## src/rtl/req_ack_arbiter.sv

```systemverilog
// req_ack_arbiter: round-robin arbiter funnelling NUM_REQ req/ack requesters onto one downstream req/ack target.
// Optional downstream response timeout is built when REQ_ACK_ARBITER_TIMEOUT_EN is defined.
module req_ack_arbiter #(
  parameter int NUM_REQ = 2,
  parameter int DATA_W = 32,
  parameter int RDATA_W = 32,
  parameter int TIMEOUT_CYC = 255,
  localparam int GW = (NUM_REQ > 1) ? $clog2(NUM_REQ) : 1
) (
  input  logic                      clk,
  input  logic                      rst,
  input  logic [NUM_REQ-1:0]        up_req,
  input  logic [NUM_REQ*DATA_W-1:0] up_data,
  output logic [NUM_REQ-1:0]        up_ack,
  output logic [RDATA_W-1:0]        up_rdata,
  output logic                      dn_req,
  output logic [DATA_W-1:0]         dn_data,
  input  logic                      dn_ack,
  input  logic [RDATA_W-1:0]        dn_rdata,
  output logic                      busy,
  output logic [GW-1:0]             grant_id,
  output logic                      timeout_err
);
  typedef enum logic [1:0] {IDLE, WAIT, DONE} state_t;
  state_t r_state, w_nxt;
  logic [GW-1:0] r_ptr, r_grant, w_off, w_sel, w_nptr;
  logic [GW:0] w_sum;
  logic [NUM_REQ-1:0] w_rot;
  logic [DATA_W-1:0] r_dn_data;
  logic [RDATA_W-1:0] r_up_rdata;
  logic w_any, w_to;

  if (NUM_REQ < 2 || NUM_REQ > 8 || TIMEOUT_CYC < 1) begin : g_param_chk
    $error("req_ack_arbiter: NUM_REQ must be 2..8 and TIMEOUT_CYC at least 1");
  end

  // Round-robin pick: rotate requests so the search origin sits at bit 0, take the lowest set bit.
  always_comb begin
    w_rot = NUM_REQ'({up_req, up_req} >> r_ptr);
    w_any = |w_rot;
    w_off = '0;
    for (int k = NUM_REQ - 1; k >= 0; k--) w_off = w_rot[k] ? GW'(k) : w_off;
    w_sum = {1'b0, r_ptr} + {1'b0, w_off};
    w_sel = (w_sum >= (GW+1)'(NUM_REQ)) ? GW'(w_sum - (GW+1)'(NUM_REQ)) : GW'(w_sum);
    w_nptr = (w_sel == GW'(NUM_REQ - 1)) ? '0 : w_sel + GW'(1);
  end

  // Next-state: DONE always falls back to IDLE so up_req sampled there is never arbitrated.
  always_comb begin
    w_nxt = IDLE;
    w_nxt = (r_state == IDLE) ? (w_any ? WAIT : IDLE) :
            (r_state == WAIT) ? ((dn_ack || w_to) ? DONE : WAIT) : IDLE;
  end

  // State register.
  always_ff @(posedge clk or posedge rst) begin
    if (rst) r_state <= IDLE;
    else r_state <= w_nxt;
  end

  // Grant bookkeeping, payload capture and response capture.
  always_ff @(posedge clk or posedge rst) begin
    if (rst) begin
      r_ptr <= '0;
      r_grant <= '0;
      r_dn_data <= '0;
      r_up_rdata <= '0;
    end else begin
      if (r_state == IDLE && w_any) begin
        r_grant <= w_sel;
        r_ptr <= w_nptr;
        r_dn_data <= up_data[int'(w_sel)*DATA_W +: DATA_W];
      end
      if (r_state == WAIT && (dn_ack || w_to)) r_up_rdata <= dn_ack ? dn_rdata : '0;
    end
  end

`ifdef REQ_ACK_ARBITER_TIMEOUT_EN
  localparam int CW = $clog2(TIMEOUT_CYC + 1);
  logic [CW-1:0] r_cnt;
  logic r_terr;
  assign w_to = (r_state == WAIT) && !dn_ack && (r_cnt == CW'(TIMEOUT_CYC - 1));
  assign timeout_err = r_terr;
  // WAIT-cycle counter (zero outside WAIT, so it is clear on entry) and sticky timeout flag.
  always_ff @(posedge clk or posedge rst) begin
    if (rst) begin
      r_cnt <= '0;
      r_terr <= 1'b0;
    end else begin
      r_cnt <= (r_state == WAIT) ? r_cnt + CW'(1) : '0;
      if (w_to) r_terr <= 1'b1;
    end
  end
`else
  assign w_to = 1'b0;
  assign timeout_err = 1'b0;
`endif

  assign up_ack = (r_state == DONE) ? (NUM_REQ'(1) << r_grant) : '0;
  assign up_rdata = r_up_rdata;
  assign dn_req = (r_state == WAIT);
  assign dn_data = r_dn_data;
  assign busy = (r_state != IDLE);
  assign grant_id = r_grant;
endmodule
```

## config.mk

```make
export PLATFORM = sky130hd
export DESIGN_NAME = req_ack_arbiter
export DESIGN_NICKNAME = d
export VERILOG_FILES = /design/src/rtl/req_ack_arbiter.sv
export SDC_FILE = /design/constraint.sdc
export NUM_CORES = 1
export LEC_CHECK = 0
export ABC_AREA = 1
export CORE_MARGIN = 4
export CORE_UTILIZATION = 40
export CTS_BUF_LIST = sky130_fd_sc_hd__clkbuf_4 sky130_fd_sc_hd__clkbuf_8
export CTS_CLUSTER_DIAMETER = 50
export DETAILED_ROUTE_END_ITERATION = 10
export GPL_ROUTABILITY_DRIVEN = 0
export PLACE_DENSITY = 0.82
export SETUP_SLACK_MARGIN = 0.1
export SLEW_MARGIN = 10
export SYNTH_ARGS = -nofsm -noshare
export SYNTH_HDL_FRONTEND = slang
export SYNTH_SLANG_ARGS = --single-unit
```

## constraint.sdc

```tcl
create_clock -name clk -period 2.8 [get_ports clk]
set_input_delay 0.56 -clock clk [delete_from_list [all_inputs] [get_ports clk]]
set_output_delay 0.56 -clock clk [all_outputs]
set_load 0.02 [all_outputs]
```

==> key figures, run 1 <==
Power
  – NetSw: 0.00224 W
  – Combinational share of power: 0.533
  – Sequential Power Share: 0.322
  – Peak supply drop: ~0.80 mV
  – Clk pwr share: 0.145
  – Pwr dens: around 1000 nW/µm²
  – Leakage: 2.71 nW
  – Pint: about 0.0032 W
  – Switching Fraction: 0.415

Detailed routing
  – DRC viols: 0
  – Drt wl/cell: 13.4 µm
  – Drt first pass iters: 4
  – Post-route ant nets: 0
  – WL final: approximately 9400 µm
  – Avg Vias per Cell: 4.61
  – Vias: roughly 3200
  – DRT iter0 DRCs: 104

Clocking
  – Resize count post-CTS: 0
  – CTS tree: yes
  – TritonCTS Sinks: 68
  – Root buf cell: clkbuf_8
  – Setup Buffers After CTS: 0
  – Cts hold-fix bufs: 0
  – Longest Clk Path Bufs: 2
  – Max H-tree Level: 3
  – Clock slew at reported path FFs: about 70 ps
  – CTS Buf Count: 9
  – Clock Latency Late Sink: 330 ps

Timing
  – Fmax: ~460 MHz
  – Actual slew at the worst max-slew pin: ~540 ps
  – Fin crit share: 0.772
  – Relative slew margins: 0.642
  – Max Transition Viols Final: 0
  – Final Skew: 9.70 ps
  – Hold Vio Cnt, Final: 0
  – Setup TNS: 0 ps
  – Final setup fails: 0
  – Period minus WS final: 2160 ps
  – Hold slack: 477 ps
  – RSZ-0062 raised after global routing: no

Global route
  – Antenna violations before repair: 0
  – First-pass GRT wire length: 15400 µm
  – Largest net degree at the start of global routing: 37
  – Vias in the first global route: 3219
  – Total global-route track usage: 0.194
  – Grt total ovfl: 0

Floorplanning
  – Die Area: 9770 µm²
  – Die width: a little under 100 µm
  – Core ar.: ~7900 µm²
  – Initial Util: 0.419
  – Vert. Die Dim: a little under 100 µm
  – I/O pin count: between 150 and 200
  – Placement Rows: 32

Critical path
  – CP startpoint kind: register
  – Critical Path AT: roughly 1600 ps
  – Slowest cell delay on critical path: about 700 ps
  – Req. time, crit path: roughly 2200 ps
  – Slowest CP cell: clkdlybuf4s50_1
  – Crit path capture type: output pin
  – Worst-path cell chain: nor3_1, clkdlybuf4s50_1
  – Crit-path max FO: 3
  – CP Class: register to output pin

Synth
  – #FFs+latches synth: 68
  – Synthesized cell area: ~3300 µm²
  – Avg Inst Size Synth: ~7.6 µm²
  – Synth warn: 0
  – Sequential area share after synthesis: 0.515
  – Syn Nets: ~540
  – Synth cell types: 18
  – Cells after synthesis: about 430

Layout
  – Final core utilization: 0.655
  – Area grow syn2layout: 56.6%
  – Final nets: 698
  – Ant diodes: 0
  – Layout cells sized above 1: 0.0565

Outcome
  – Status: finished clean

Worst hold path
  – Worst min path class: register to register

Placed design
  – HPWL after DPL: 7220 µm
  – Port bufs: between 150 and 200

Run
  – Max cap viols: 0
==> layout make-up <==
type	instances	area, µm²
multi-input cells	272	1150
fillers	638	2720
well taps	102	128
flip-flops and latches	68	1700
inverters	72	273
repair buffers	174	1730
clock inverters	5	52.6
clock buffers	11	139
==> worst paths after layout <==
path                                     startpoint                       end  depth (start not counted)  slack, ps
min in group asynchronous                       rst   up_rdata[9]$_DFFE_PP0P_                          2        570
max in group asynchronous                       rst   dn_data[18]$_DFFE_PP0P_                          3       1510
setup reg to reg               r_state[1]$_DFF_PP0_   dn_data[21]$_DFFE_PP0P_                          6       1290
hold / removal             up_rdata[12]$_DFFE_PP0P_  up_rdata[12]$_DFFE_PP0P_                          2        480
setup / recovery               r_state[0]$_DFF_PP0_                 up_ack[0]                          2        640
hold reg to reg            up_rdata[12]$_DFFE_PP0P_  up_rdata[12]$_DFFE_PP0P_                          2        480
==> metrics by stage <==
stage | worst slack, ps | total power [W] | instance area, µm² | std cells
final | 637 | 0.00540 | 5170 | 704
after global routing | 528 | 0.00578 | 5170 | 704
after CTS | 627 | 0.00547 | 5170 | 704
after detailed placement | 637 | 0.00466 | 4980 | 688
after global placement | 698 | 0.00458 | 4980 | 688
after floorplan | 528 | 0.00335 | 3300 | 434
==> placed cells by master, fill, tap and decap left out <==
| cell | instances |
|---|---|
| o21a_1 | 1 |
| nand2_2 | 4 |
| buf_4 | 5 |
| nand2_4 | 1 |
| inv_2 | 5 |
| inv_1 | 66 |
| nor2_8 | 1 |
| clkinvlp_4 | 1 |
| dfrtp_1 | 68 |
| clkbuf_4 | 2 |
| conb_1 | 1 |
| nor2_2 | 1 |
| nand3_1 | 64 |
| bufinv_16 | 1 |
| and3_1 | 1 |
| clkdlybuf4s50_1 | 169 |
| clkinv_2 | 3 |
| nand2_1 | 195 |
| nor3_1 | 1 |
| clkbuf_8 | 9 |
| o21ai_0 | 2 |
| inv_4 | 1 |
==> kinds of logic (layout without fill, tap and decap cells) <==
logic type,Yosys count,after routing,share of synthesized area
compound gates,3,3,0.00531
buf+inv,94,262,0.137
flops,68,68,0.515
other cells,1,1,0.00114
simple gates,268,268,0.341
==> worst max-delay path: cells and delay by family (launching register included) <==
kind / cells / cell delay [ps]
buf+inv: 1 / 680
simple gates: 1 / 180
flops: 1 / 410
==> synthesized netlist by cell type <==
cell / instances / share of area
nand2_1: 195 / 0.22
dfrtp_1: 68 / 0.52
inv_1: 67 / 0.076
nand3_1: 64 / 0.097
buf_4: 13 / 0.030
buf_6: 6 / 0.020
inv_2: 4 / 0.0045
nand2_2: 4 / 0.0076
buf_2: 3 / 0.0045
o21ai_0: 2 / 0.0030
and3_1: 1 / 0.0019
conb_1: 1 / 0.0011
inv_4: 1 / 0.0019
nand2_4: 1 / 0.0034
nor2_2: 1 / 0.0019
nor2_8: 1 / 0.0061
nor3_1: 1 / 0.0015
o21a_1: 1 / 0.0023
==> metal layers <==
metal	vias to the layer above	GRT usage	share of wire
met5	-	0	0
met4	0	0.0872	0.037
met3	26	0.0587	0.078
met2	129	0.336	0.50
met1	1475	0.219	0.38
li1	1614	-	-
==> state kept, by name (all words and copies together) (netlist names) <==
name / flops
up_rdata: 32
dn_data: 32
r_state: 2
grant_id: 1
r_ptr: 1
==> power by group through the flow <==
stage	clock (W)	combinational (W)	sequential, W
6_report	0.000782	0.00288	0.00174
5_1_grt	0.000858	0.00313	0.00180
4_1_cts	0.000811	0.00293	0.00173
3_5_place_dp	0	0.00292	0.00174
3_3_place_gp	0	0.00285	0.00173
2_1_floorplan	0	0.00106	0.00229
Power figures use the tool's default switching activity.
==> inputs of run 2 (changes only) <==
==> constraint.sdc (replaced) <==
create_clock -name clk -period 2.3 [get_ports clk]
set_input_delay 0.46 -clock clk [delete_from_list [all_inputs] [get_ports clk]]
set_output_delay 0.46 -clock clk [all_outputs]
set_load 0.02 [all_outputs]
==> key figures, run 2 (synthesis gave the netlist of run 1 again) <==
Clocking
  – CTS Buf Count: 9
  – Clock slew at reported path FFs: 70 ps
  – Setup Buffers After CTS: 0
  – Root buf cell: clkbuf_8
  – Clock Latency Late Sink: roughly 330 ps
  – Cts hold-fix bufs: 0
  – Resize count post-CTS: 0
  – TritonCTS Sinks: 68
  – CTS tree: yes
  – Longest Clk Path Bufs: 2
  – Max H-tree Level: 3

Layout
  – Ant diodes: 0
  – Area grow syn2layout: 58.0%
  – Finished Layout Cells: between 700 and 800
  – Most frequent cells in the layout: nand2_1, clkdlybuf4s50_1, dfrtp_1
  – Fillers: between 600 and 700
  – Final nets: 698
  – Commonest non-fill, non-tap cell in the layout: nand2_1
  – Layout cells sized above 1: 0.0565

Power
  – Tot Pwr: 0.00664 W
  – Combinational share of power: 0.532
  – Peak supply drop: ~0.7 mV
  – Sequential Power Share: 0.319
  – NetSw: between 0.002 and 0.003 W
  – Leakage: approximately 2.7 nW
  – Pint: about 0.0039 W
  – Clk pwr share: 0.148
  – Switching Fraction: 0.414
  – Pwr dens: 1270 nW/µm²

Global route
  – Vias in the first global route: around 3300
  – First-pass GRT wire length: approximately 16000 µm
  – Largest net degree at the start of global routing: 69
  – Grt total ovfl: 0
  – Antenna violations before repair: 0
  – Total global-route track usage: 0.201

Floorplanning
  – Placement Rows: 32
  – Core ar.: 7890 µm²
  – I/O pin count: 171
  – Die Area: slightly below 10000 µm²
  – Die width: 98.9 µm
  – Vert. Die Dim: 98.9 µm
  – Initial Util: 0.419

Critical path
  – Reg-to-Reg Start: r_state[1]$_DFF_PP0_
  – CP startpoint kind: register
  – WP depth: 2
  – Slowest CP cell: clkdlybuf4s50_1
  – Req. time, crit path: 1840 ps
  – CP bufs+invs: 1
  – R2R depth: 6
  – Worst-path cell chain: nor3_1, clkdlybuf4s50_1
  – Crit path capture type: output pin
  – Critical Path End: up_ack[0]
  – CP Class: register to output pin
  – Critical Path AT: 1610 ps
  – Crit-path max FO: 3
  – Critical R2R Capture: grant_id$_DFFE_PP0P_
  – R2R Setup Slk: around 880 ps
  – CP top delay family: buffers and inverters
  – Slowest cell delay on critical path: 670 ps
  – Worst Setup SP: r_state[0]$_DFF_PP0_

Timing
  – Period minus WS final: approximately 2100 ps
  – Hold Vio Cnt, Final: 0
  – Final setup fails: 0
  – Actual slew at the worst max-slew pin: 510 ps
  – Fin crit share: 0.901
  – Setup TNS: 0 ps
  – RSZ-0062 raised after global routing: no
  – Relative slew margins: 0.660
  – Final Skew: 8.13 ps
  – Max Transition Viols Final: 0
  – Fmax: roughly 480 MHz

Detailed routing
  – DRC viols: 0
  – Post-route ant nets: 0
  – DRT iter0 DRCs: 140
  – WL final: slightly below 10000 µm
  – Vias: between 3000 and 4000
  – Drt first pass iters: 4
  – Avg Vias per Cell: 4.60
  – Drt wl/cell: about 14 µm

Outcome
  – Status: finished clean

Worst hold path
  – Worst min path class: register to register
  – Hold Path Origin: up_rdata[23]$_DFFE_PP0P_

Placed design
  – HPWL after DPL: ~7400 µm
  – Port bufs: about 170
  – Placed Instances: between 600 and 700

Run
  – Max cap viols: 0
-- run 2: per-layer routing --
layer | GRT usage | wire length, µm | part of all wire
met1 | 0.233 | 3720 | 0.39
met2 | 0.345 | 4860 | 0.51
met3 | 0.0481 | 649 | 0.068
met4 | 0.101 | 371 | 0.039
met5 | 0 | 0 | 0
-- run 2: area by class of cell --
type                            instances  area [µm²]  share of cell area
Clock buffer                           10         138              0.0264
Tap cell                              102         128              0.0245
Multi-Input combinational cell        272        1150               0.220
Sequential cell                        68        1700               0.326
Inverter                               72         273              0.0523
Timing Repair Buffer                  174        1770               0.339
Clock inverter                          6        63.8              0.0122
-- run 2: per-stage QoR --
| stage | utilization | hold slack (ps) | setup slack, ps | cell area [µm²] |
|---|---|---|---|---|
| after global routing | 0.661 | 504 | 171 | 5220 |
| after floorplan | - | 540 | 128 | 3300 |
| after CTS | 0.661 | 485 | 208 | 5220 |
| final | 0.661 | 480 | 229 | 5220 |
| after detailed placement | 0.636 | 464 | 340 | 5020 |
| after global placement | 0.636 | 462 | 373 | 5020 |
-- run 2: tightest hold or removal path, delay by kind of cell (launching register included) --
family	cells	cell delay, ps
flip-flops	1	350
AND/OR/NAND/NOR	2	100
-- run 2: worst min path at each step --
stage	to	slack [ps]	cells after the start
4_1_cts	up_rdata[5]$_DFFE_PP0P_	480	2
2_1_floorplan	r_ptr$_DFFE_PP0P_	540	2
3_3_place_gp	up_rdata[8]$_DFFE_PP0P_	460	2
3_5_place_dp	up_rdata[20]$_DFFE_PP0P_	460	2
6_report	up_rdata[23]$_DFFE_PP0P_	480	2
5_1_grt	dn_data[11]$_DFFE_PP0P_	500	2
-- run 2: power groups by stage --
stage / Sequential, W / Clock [W] / Combinational [W]
floorplan: 0.00279 / 0 / 0.00129
global route: 0.00220 / 0.00107 / 0.00385
finish: 0.00212 / 0.000984 / 0.00353
global placement: 0.00212 / 0 / 0.00349
CTS: 0.00212 / 0.00101 / 0.00358
detailed placement: 0.00213 / 0 / 0.00357
==> inputs of run 3 (changes only) <==
--- a/config.mk
+++ b/config.mk
@@ -18,3 +18,4 @@
 export SYNTH_ARGS = -nofsm -noshare
 export SYNTH_HDL_FRONTEND = slang
 export SYNTH_SLANG_ARGS = --single-unit
+export TNS_END_PERCENT = 20
==> results of run 3 <==
Same layout as run 2: the final DEF is identical, and so are final timing and power.
